--- src/rtl/triangle_stream_monitor_pkg.sv ---
// rtl/triangle_stream_monitor_pkg.sv - shared types and defaults for the triangle stream monitor
package triangle_pkg;

   localparam int WIDTH_DEF   = 4;
   localparam int MAX_VAL_DEF = 7;
   localparam int ERR_W_DEF   = 8;
   localparam int PER_W_DEF   = 8;

   typedef enum logic [2:0] {
      EMPTY  = 3'd0,
      HUNT   = 3'd1,
      RISE   = 3'd2,
      PEAK   = 3'd3,
      FALL   = 3'd4,
      TROUGH = 3'd5
   } state_e;

endpackage

--- src/rtl/triangle_stream_monitor_if.sv ---
// rtl/triangle_stream_monitor_if.sv - sample stream in, health status out
interface triangle_stream_monitor_if
   import triangle_pkg::*;
#(
   parameter int WIDTH = WIDTH_DEF,
   parameter int ERR_W = ERR_W_DEF,
   parameter int PER_W = PER_W_DEF
);
   logic             clear;
   logic             sample_valid;
   logic [WIDTH-1:0] sample;
   logic             locked;
   logic             dir_up;
   logic             peak_pulse;
   logic             trough_pulse;
   logic             err_pulse;
   logic [ERR_W-1:0] err_count;
   logic [PER_W-1:0] period_count;
   logic             period_valid;

   modport master (
      output clear, sample_valid, sample,
      input  locked, dir_up, peak_pulse, trough_pulse, err_pulse,
             err_count, period_count, period_valid
   );

   modport slave (
      input  clear, sample_valid, sample,
      output locked, dir_up, peak_pulse, trough_pulse, err_pulse,
             err_count, period_count, period_valid
   );
endinterface

--- src/rtl/triangle_stream_monitor_sat_counter.sv ---
// rtl/triangle_stream_monitor_sat_counter.sv - saturating up-counter with sync clear
module sat_counter #(
   parameter int W = 8
) (
   input  logic         clk,
   input  logic         reset,
   input  logic         clr,
   input  logic         inc,
   output logic [W-1:0] count
);
   always_ff @(posedge clk or posedge reset) begin
      if (reset) begin
         count <= '0;
      end else if (clr) begin
         count <= '0;
      end else if (inc && (count != '1)) begin
         count <= count + 1'b1;
      end
   end
endmodule

--- src/rtl/triangle_stream_monitor.sv ---
// rtl/triangle_stream_monitor.sv - lock/health checker for a 0..MAX..0 triangle count stream
module triangle_stream_monitor
   import triangle_pkg::*;
#(
   parameter int WIDTH   = WIDTH_DEF,
   parameter int MAX_VAL = MAX_VAL_DEF,
   parameter int ERR_W   = ERR_W_DEF,
   parameter int PER_W   = PER_W_DEF
) (
   input logic                     clk,
   input logic                     reset,
   triangle_stream_monitor_if.slave mon
);
   localparam logic [2:0] ST_EMPTY  = EMPTY;
   localparam logic [2:0] ST_HUNT   = HUNT;
   localparam logic [2:0] ST_RISE   = RISE;
   localparam logic [2:0] ST_PEAK   = PEAK;
   localparam logic [2:0] ST_FALL   = FALL;
   localparam logic [2:0] ST_TROUGH = TROUGH;

   localparam logic [WIDTH:0] MAX_X  = (WIDTH+1)'(MAX_VAL);
   localparam logic [WIDTH:0] MAX_M1 = (WIDTH+1)'(MAX_VAL - 1);
   localparam logic [WIDTH:0] ONE_X  = (WIDTH+1)'(1);

   logic [2:0]       state, state_nx;
   logic [WIDTH-1:0] prev;
   logic             per_armed;
   logic             locked_r, dir_up_r;
   logic             peak_r, trough_r, err_r, pv_r;
   logic [PER_W-1:0] period_r;
   logic [PER_W-1:0] per_cnt, per_sum;
   logic [ERR_W-1:0] err_cnt;
   logic             peak_evt, trough_evt, err_evt;

   // One extra bit so prev-1 at zero and prev+1 at all-ones can never match a sample
   logic [WIDTH:0] s_x, p_x, p_inc, p_dec;
   logic           hold, at_max, at_zero;

   assign s_x     = {1'b0, mon.sample};
   assign p_x     = {1'b0, prev};
   assign p_inc   = p_x + ONE_X;
   assign p_dec   = p_x - ONE_X;
   assign hold    = (s_x == p_x);
   assign at_max  = (p_x == MAX_X);
   assign at_zero = (p_x == '0);

   always_comb begin
      state_nx   = state;
      peak_evt   = 1'b0;
      trough_evt = 1'b0;
      err_evt    = 1'b0;
      case (state)
         ST_EMPTY: state_nx = ST_HUNT;
         ST_HUNT: begin
            if (s_x == p_inc)          state_nx = ST_RISE;
            else if (s_x == p_dec)     state_nx = ST_FALL;
            else if (hold && at_zero)  state_nx = ST_TROUGH;
            else if (hold && at_max)   state_nx = ST_PEAK;
         end
         ST_RISE: begin
            if ((s_x == p_inc) && (s_x <= MAX_X)) begin
               state_nx = ST_RISE;
            end else if (hold && at_max) begin
               state_nx = ST_PEAK;
               peak_evt = 1'b1;
            end else begin
               err_evt = 1'b1;
            end
         end
         ST_PEAK: begin
            if (s_x == MAX_M1) state_nx = ST_FALL;
            else               err_evt  = 1'b1;
         end
         ST_FALL: begin
            if (s_x == p_dec) begin
               state_nx = ST_FALL;
            end else if (hold && at_zero) begin
               state_nx   = ST_TROUGH;
               trough_evt = 1'b1;
            end else begin
               err_evt = 1'b1;
            end
         end
         ST_TROUGH: begin
            if (s_x == ONE_X) state_nx = ST_RISE;
            else              err_evt  = 1'b1;
         end
         default: state_nx = ST_HUNT;
      endcase
      if (err_evt) state_nx = ST_HUNT;
   end

   assign per_sum = (per_cnt == '1) ? per_cnt : per_cnt + 1'b1;

   always_ff @(posedge clk or posedge reset) begin
      if (reset) begin
         state     <= ST_EMPTY;
         prev      <= '0;
         per_armed <= 1'b0;
         locked_r  <= 1'b0;
         dir_up_r  <= 1'b0;
         peak_r    <= 1'b0;
         trough_r  <= 1'b0;
         err_r     <= 1'b0;
         pv_r      <= 1'b0;
         period_r  <= '0;
      end else if (mon.clear) begin
         state     <= ST_EMPTY;
         prev      <= '0;
         per_armed <= 1'b0;
         locked_r  <= 1'b0;
         dir_up_r  <= 1'b0;
         peak_r    <= 1'b0;
         trough_r  <= 1'b0;
         err_r     <= 1'b0;
         pv_r      <= 1'b0;
         period_r  <= '0;
      end else begin
         peak_r   <= 1'b0;
         trough_r <= 1'b0;
         err_r    <= 1'b0;
         pv_r     <= 1'b0;
         if (mon.sample_valid) begin
            state    <= state_nx;
            prev     <= mon.sample;
            peak_r   <= peak_evt;
            trough_r <= trough_evt;
            err_r    <= err_evt;
            dir_up_r <= (state_nx == ST_RISE);
            if (err_evt) begin
               locked_r  <= 1'b0;
               per_armed <= 1'b0;
            end else if (peak_evt || trough_evt) begin
               locked_r <= 1'b1;
            end
            if (trough_evt) begin
               per_armed <= 1'b1;
               if (per_armed) begin
                  period_r <= per_sum;
                  pv_r     <= 1'b1;
               end
            end
         end
      end
   end

   sat_counter #(.W(ERR_W)) u_err_cnt (
      .clk   (clk),
      .reset (reset),
      .clr   (mon.clear),
      .inc   (mon.sample_valid && err_evt),
      .count (err_cnt)
   );

   // Restarts on every legal trough so the next trough sees the full period length
   sat_counter #(.W(PER_W)) u_per_cnt (
      .clk   (clk),
      .reset (reset),
      .clr   (mon.clear || (mon.sample_valid && trough_evt)),
      .inc   (mon.sample_valid),
      .count (per_cnt)
   );

   assign mon.locked       = locked_r;
   assign mon.dir_up       = dir_up_r;
   assign mon.peak_pulse   = peak_r;
   assign mon.trough_pulse = trough_r;
   assign mon.err_pulse    = err_r;
   assign mon.err_count    = err_cnt;
   assign mon.period_count = period_r;
   assign mon.period_valid = pv_r;
endmodule

--- src/flat_wrapper.sv ---
// flat-port wrapper written by rule: the top's interface ports become plain ports
module triangle_stream_monitor_flat import triangle_pkg::*;
#(
   parameter int WIDTH   = WIDTH_DEF,
   parameter int MAX_VAL = MAX_VAL_DEF,
   parameter int ERR_W   = ERR_W_DEF,
   parameter int PER_W   = PER_W_DEF
)
  (clk, reset, mon_clear, mon_sample_valid, mon_sample, mon_locked, mon_dir_up, mon_peak_pulse, mon_trough_pulse, mon_err_pulse, mon_err_count, mon_period_count, mon_period_valid);
  triangle_stream_monitor_if #(.WIDTH(WIDTH), .ERR_W(ERR_W), .PER_W(PER_W)) mon_i ();
  input logic clk;
  input logic reset;
  input wire logic [$bits(mon_i.clear)-1:0] mon_clear;
  input wire logic [$bits(mon_i.sample_valid)-1:0] mon_sample_valid;
  input wire logic [$bits(mon_i.sample)-1:0] mon_sample;
  output wire logic [$bits(mon_i.locked)-1:0] mon_locked;
  output wire logic [$bits(mon_i.dir_up)-1:0] mon_dir_up;
  output wire logic [$bits(mon_i.peak_pulse)-1:0] mon_peak_pulse;
  output wire logic [$bits(mon_i.trough_pulse)-1:0] mon_trough_pulse;
  output wire logic [$bits(mon_i.err_pulse)-1:0] mon_err_pulse;
  output wire logic [$bits(mon_i.err_count)-1:0] mon_err_count;
  output wire logic [$bits(mon_i.period_count)-1:0] mon_period_count;
  output wire logic [$bits(mon_i.period_valid)-1:0] mon_period_valid;
  assign mon_i.clear = mon_clear;
  assign mon_i.sample_valid = mon_sample_valid;
  assign mon_i.sample = mon_sample;
  assign mon_locked = mon_i.locked;
  assign mon_dir_up = mon_i.dir_up;
  assign mon_peak_pulse = mon_i.peak_pulse;
  assign mon_trough_pulse = mon_i.trough_pulse;
  assign mon_err_pulse = mon_i.err_pulse;
  assign mon_err_count = mon_i.err_count;
  assign mon_period_count = mon_i.period_count;
  assign mon_period_valid = mon_i.period_valid;
  triangle_stream_monitor #(.WIDTH(WIDTH), .MAX_VAL(MAX_VAL), .ERR_W(ERR_W), .PER_W(PER_W)) u_core (.clk(clk), .reset(reset), .mon(mon_i));
endmodule
--- config.mk ---
export PLATFORM = sky130hd
export DESIGN_NAME = triangle_stream_monitor_flat
export DESIGN_NICKNAME = d
export VERILOG_FILES = /design/src/rtl/triangle_stream_monitor_pkg.sv /design/src/rtl/triangle_stream_monitor_if.sv /design/src/rtl/triangle_stream_monitor_sat_counter.sv /design/src/rtl/triangle_stream_monitor.sv /design/src/flat_wrapper.sv
export SDC_FILE = /design/constraint.sdc
export NUM_CORES = 1
export LEC_CHECK = 0
export CORE_MARGIN = 3
export CORE_UTILIZATION = 59
export DETAILED_ROUTE_END_ITERATION = 8
export MAX_ROUTING_LAYER = met4
export PLACE_DENSITY = 0.85
export SYNTH_ARGS = -nofsm -noshare
export SYNTH_HDL_FRONTEND = slang
export SYNTH_SLANG_ARGS = --single-unit
--- constraint.sdc ---
create_clock -name clk -period 6.8 [get_ports clk]
set_clock_uncertainty 0.05 [all_clocks]
set_input_delay 1.02 -clock clk [delete_from_list [all_inputs] [get_ports clk]]
set_output_delay 1.02 -clock clk [all_outputs]
set_load 0.02 [all_outputs]
-- Word level (Yosys, flattened, before mapping)
Index checks and enable logic that the tools add are counted.
- register bits after elaboration: 38
- bits of input ports: 8
- output and inout port bits: 22
- add/subtract/negate cells: 4
- $lt $le $gt $ge: 1
- equality and inequality tests: 15
- muxes and demuxes: 57
- reduce and logical (&&, ||, !) cells: 20
- operators with widths (cell ; count):
    $mux 8 ; 9
    $mux 3 ; 12
    $mux 1 ; 32
    $add 8x1->8 const B ; 2
    $ne 8x8->1 const B ; 2
    $pmux 3 s5 ; 1
    $eq 4x5->1 ; 2
    $reduce_bool 2->1 ; 5
    $eq 3x2->1 const B ; 3
    $eq 4x3->1 const B ; 2
    $eq 8x8->1 const B ; 1
    $mux 4 ; 2
    $logic_and 1x1->1 ; 7
    $eq 3x3->1 const B ; 2
    $reduce_bool 3->1 ; 2
    $add 4x1->5 const B ; 1
    $logic_not 5->1 ; 1
    $sub 4x1->5 const B ; 1
    $eq 4x1->1 const B ; 1
    $eq 4x4->1 ; 1
    $le 4x3->1 const B ; 1
    $pmux 1 s4 ; 1
    $reduce_and 2->1 ; 2
    $eq 3x1->1 const B ; 1
    2 further kinds ; 3

-- Logic depth before layout (Yosys ltp)
- word-level depth: 11
- gate-level depth with buffers: 9
- mapped depth without buffers: 8

-- Cells and area by module
From an unflattened synthesis, not the netlist that was laid out.
- cell total of the unflattened synthesis: 266
- area, all modules: 2556.2 um^2
- by module, submodules not included (module ; times used ; cells each ; area each (um^2) ; seq. area each (um^2)):
    triangle_stream_monitor ; 1 ; 168 ; 1547.7 ; 550.5
    sat_counter ; 2 ; 49 ; 504.2 ; 200.2

-- Worst setup path before layout
OpenSTA, ideal clock, no wires.
- path type: input to register
- from: in mon_sample[0]
- to: reg u_core.u_err_cnt.count[2]
- library setup time: 0.125 ns
- data arrival time: 2.774 ns
- data required time: 6.625 ns
- path slack: 3.852 ns
- stages: 7
- path buffers: 1
- cells stage by stage: buf_4 -> xnor2_1 -> or3_1 -> or3_4 -> a211o_2 -> nand4_1 -> mux2_2
- cells in the longest elaborated chain, start to end: 8
- RTL lines (what ; RTL line ; text):
    start, declared ; flat_wrapper.sv:15 ; input wire logic [$bits(mon_i.sample)-1:0] mon_sample;
    parallel branches: the longest is 4 deep, another holds $le 4x3->1 ; n/a ;
    $pmux 1 s4 (*) ; triangle_stream_monitor.sv:52 ; case (state)
    $logic_and 1x1->1 (*) ; triangle_stream_monitor.sv:151 ; .inc (mon.sample_valid && err_evt),
    $logic_and 1x1->1 (*) ; triangle_stream_monitor_sat_counter.sv:16 ; end else if (inc && (count != '1)) begin
    $reduce_bool 2->1 (no line) (*) ; n/a ;
    end signal, assigned ; triangle_stream_monitor_sat_counter.sv:17 ; count <= count + 1'b1;
    end, declared ; triangle_stream_monitor_sat_counter.sv:9 ; output logic [W-1:0] count
Mark *: on every way between the ends.
A chain may end at the register's enable or synchronous reset.

-- Worst setup path after layout
- from: in mon_sample[0]
- to: reg u_core.u_err_cnt.count[4]
Same word-level chain as after synthesis.

==> impl_metrics.tcl <==
set metrics [dict create \
    status "complete, no violations" \
    fin_cells 322 \
    critPathCaptureType "flop" \
    areaGrowthSynthToFinish_pct 19.12 \
    r2r-end "u_core.u_err_cnt.count[4]" \
    synth-xor-area-share_pct 7.982 \
    arrival_ns 3.62 \
    rows 21 \
    post-route-cell-area_um2 2689 \
    setup_violations 0 \
    synth_common_cells "38 x dfrtp_1, 33 x nor2_1, 18 x o21ai_0" \
    worstSetupPathType "in2reg" \
    fp.dieW_um 67.85 \
    ios 30 \
    synthSimpleGateAreaFrac_pct 24.78 \
    grt_pass1_wl_um 8349 \
    rrSetupSlack_ns 3.81 \
    cts_sinks 38 \
    clk_latency_ns 0.29 \
    slew_viol_final 0 \
    clockBufferDepth 2 \
    yosys-top-cells-area "dfrtp_1 42%, nor2_1 5.5%, xnor2_1 5.0%" \
    cts_made_buffers 5 \
    coreArea_um2 3495 \
    yosys.area.top_type "dfrtp_1" \
    synth_adder_area_share_pct 2.217 \
    synth_seq_cells 38 \
    cts-root-buf "clkbuf_8" \
    wire_per_inst_um 15.39 \
    dr_total_vias 1915 \
    clkTransAtPathRegs_ns 0.08 \
    syn_area_um2 2257 \
    die_h_um 67.85 \
    drc_errors 0 \
    drt_wl_total_um 4956 \
    avgViaCountPerCell 5.947 \
    required_ns 6.93 \
    overflow 0 \
    synth_compound_area_share_pct 13.97 \
    maxSlewHeadroom_pct 36.41 \
    synth_warnings 0 \
    grt_usage_pct 24.71 \
    static-leakage-power_uw 0.001142 \
    rsz0062_at_grt "false" \
    cts_resized 0 \
    yosys.area.top_type_share_pct 42.13 \
    grt_max_degree 39 \
    synth-edff-count 0 \
    postSynthAreaPerCell_um2 8.993 \
    htreeDepth 2 \
    grt_pass1_vias 1807 \
    antenna_found_initial 0 \
    postCtsHoldBufs 0 \
    min_period_over_period_pct 51.33 \
    synth_top_flop_cell "dfrtp_1" \
    dpl.hpwl_um 3433 \
    critPathMaxFanout 12 \
    crit-reg2reg-launch "u_core.prev[0]" \
    synthCells 251 \
    start_kind "input pin" \
    r2r_cells 8 \
    layout.nets 287 \
    tns_ns 0 \
    postPlaceCellArea_um2 2551 \
    synth_nets 263 \
    p_per_area_nw_per_um2 193.9 \
    min_period_ns 3.491 \
    synthArstFlopShare_pct 100.0 \
    antennaDiodeCount 0 \
    fmax_mhz 286.5 \
    drt-initial-drc-count 170 \
    gp_congestion 0.9062 \
    finalHoldViolCount 0 \
    die_area_um2 4604 \
    cts_tree "built" \
    synth-seq-area-share_pct 42.13 \
    utilization_pct 76.94 \
    maxCapViolCount 0 \
    min_path_cells 2 \
    synthMuxAreaShare_pct 4.545 \
    tightest_slew_ns 0.9509 \
    drive_gt1_share_pct 6.884 \
    dr.pass1.iters 5 \
    min_to "u_core.mon.period_count[0]" \
    ir_drop_uv 160.9 \
    yosysMostFrequentCell "dfrtp_1" \
    synth_top_family_by_area "simple AND/OR/NAND/NOR gates" \
    start_util_pct 64.59 \
    ant_nets 0 \
    post_cts_buffers 0 \
    setup_slack_ns 3.309 \
    synthDistinctLibCells 50 \
    portBuffers 29 \
    worstHoldPathType "reg2reg" \
    place_inst 314 \
    place_ws_ns 3.031 \
    min_from "u_core.mon.period_count[0]" \
]
==> cell type report <==
| type | instances | area, um^2 |
|---|---|---|
| fill | 259 | 805.8 |
| tap | 46 | 57.56 |
| inverter | 10 | 37.54 |
| clock buffer | 5 | 68.82 |
| sequential | 38 | 950.9 |
| multi-input combinational | 190 | 1207 |
| clock inverter | 3 | 68.82 |
| timing repair buffer | 30 | 297.8 |
==> sequential cells by signal (all words and copies together), names as in the netlist <==
name,cells
u_core.mon.period_count,8
u_core.state,3
u_core.prev,4
u_core.mon.peak_pulse,1
u_core.mon.trough_pulse,1
u_core.per_armed,1
u_core.mon.dir_up,1
u_core.mon.err_pulse,1
u_core.mon.period_valid,1
u_core.mon.locked,1
u_core.u_per_cnt.count,8
u_core.u_err_cnt.count,8
==> critical path, stage by stage <==
cell,delay (ns)
clkdlybuf4s50_1,0.63
xnor2_1,0.18
or3_1,0.33
or3_4,0.40
a211oi_2,0.60
nor4b_1,0.15
mux2_2,0.30
==> cells by family after synthesis <==
logic type,Yosys count
compound gates,49
xor+xnor,19
fa+ha+maj,4
buf+inv,23
flops,38
mux,10
simple gates,108
==> placed cells by master (no fill, tap or decap), drive strengths merged, types with 3 or more instances in the layout <==
cell type	netlist	final
dfrtp	38	38
nor2	34	34
clkdlybuf4s50	0	29
o21ai	18	18
nand2	17	17
xnor2	13	13
nand3	11	11
inv	10	10
nor3	10	10
a21oi	9	9
mux2i	8	8
nand2b	6	6
nor2b	6	6
or3	6	6
nand4	5	5
xor2	5	5
a31oi	5	5
clkbuf	6	5
ha	4	4
nor3b	3	3
a21o	3	3
==> power by group <==
group          internal, uW  switching (uW)  total, uW
combinational          22.3            31.2       53.5
sequential              229            6.52        236
clock                   147            85.4        232
==> metal layers <==
layer | GRT usage, % | wire length [um] | up-vias
met5 | - | 0 | -
met3 | 4.926 | 282 | 9
met1 | 33.48 | 2309 | 906
li1 | - | - | 933
met2 | 37.91 | 2298 | 67
met4 | 7.196 | 65 | 0
==> how the worst max path moves through the flow <==
stage             startpoint                         to
2_1_floorplan  mon_sample[0]  u_core.u_err_cnt.count[2]
3_3_place_gp   mon_sample[0]  u_core.u_err_cnt.count[4]
3_5_place_dp   mon_sample[0]  u_core.u_err_cnt.count[4]
4_1_cts        mon_sample[0]  u_core.u_err_cnt.count[4]
5_1_grt        mon_sample[0]  u_core.u_err_cnt.count[4]
6_report       mon_sample[0]  u_core.u_err_cnt.count[4]
==> through the flow <==
| stage | total power, uW | hold WS (ns) |
|---|---|---|
| after detailed placement | 293.4 | 0.4238 |
| after CTS | 522.5 | 0.4430 |
| final | 521.5 | 0.4399 |
| after global placement | 292.4 | 0.4131 |
| after floorplan | 279.3 | 0.4864 |
| after global routing | 540.9 | 0.4526 |
(Power assumes the default switching activity.)
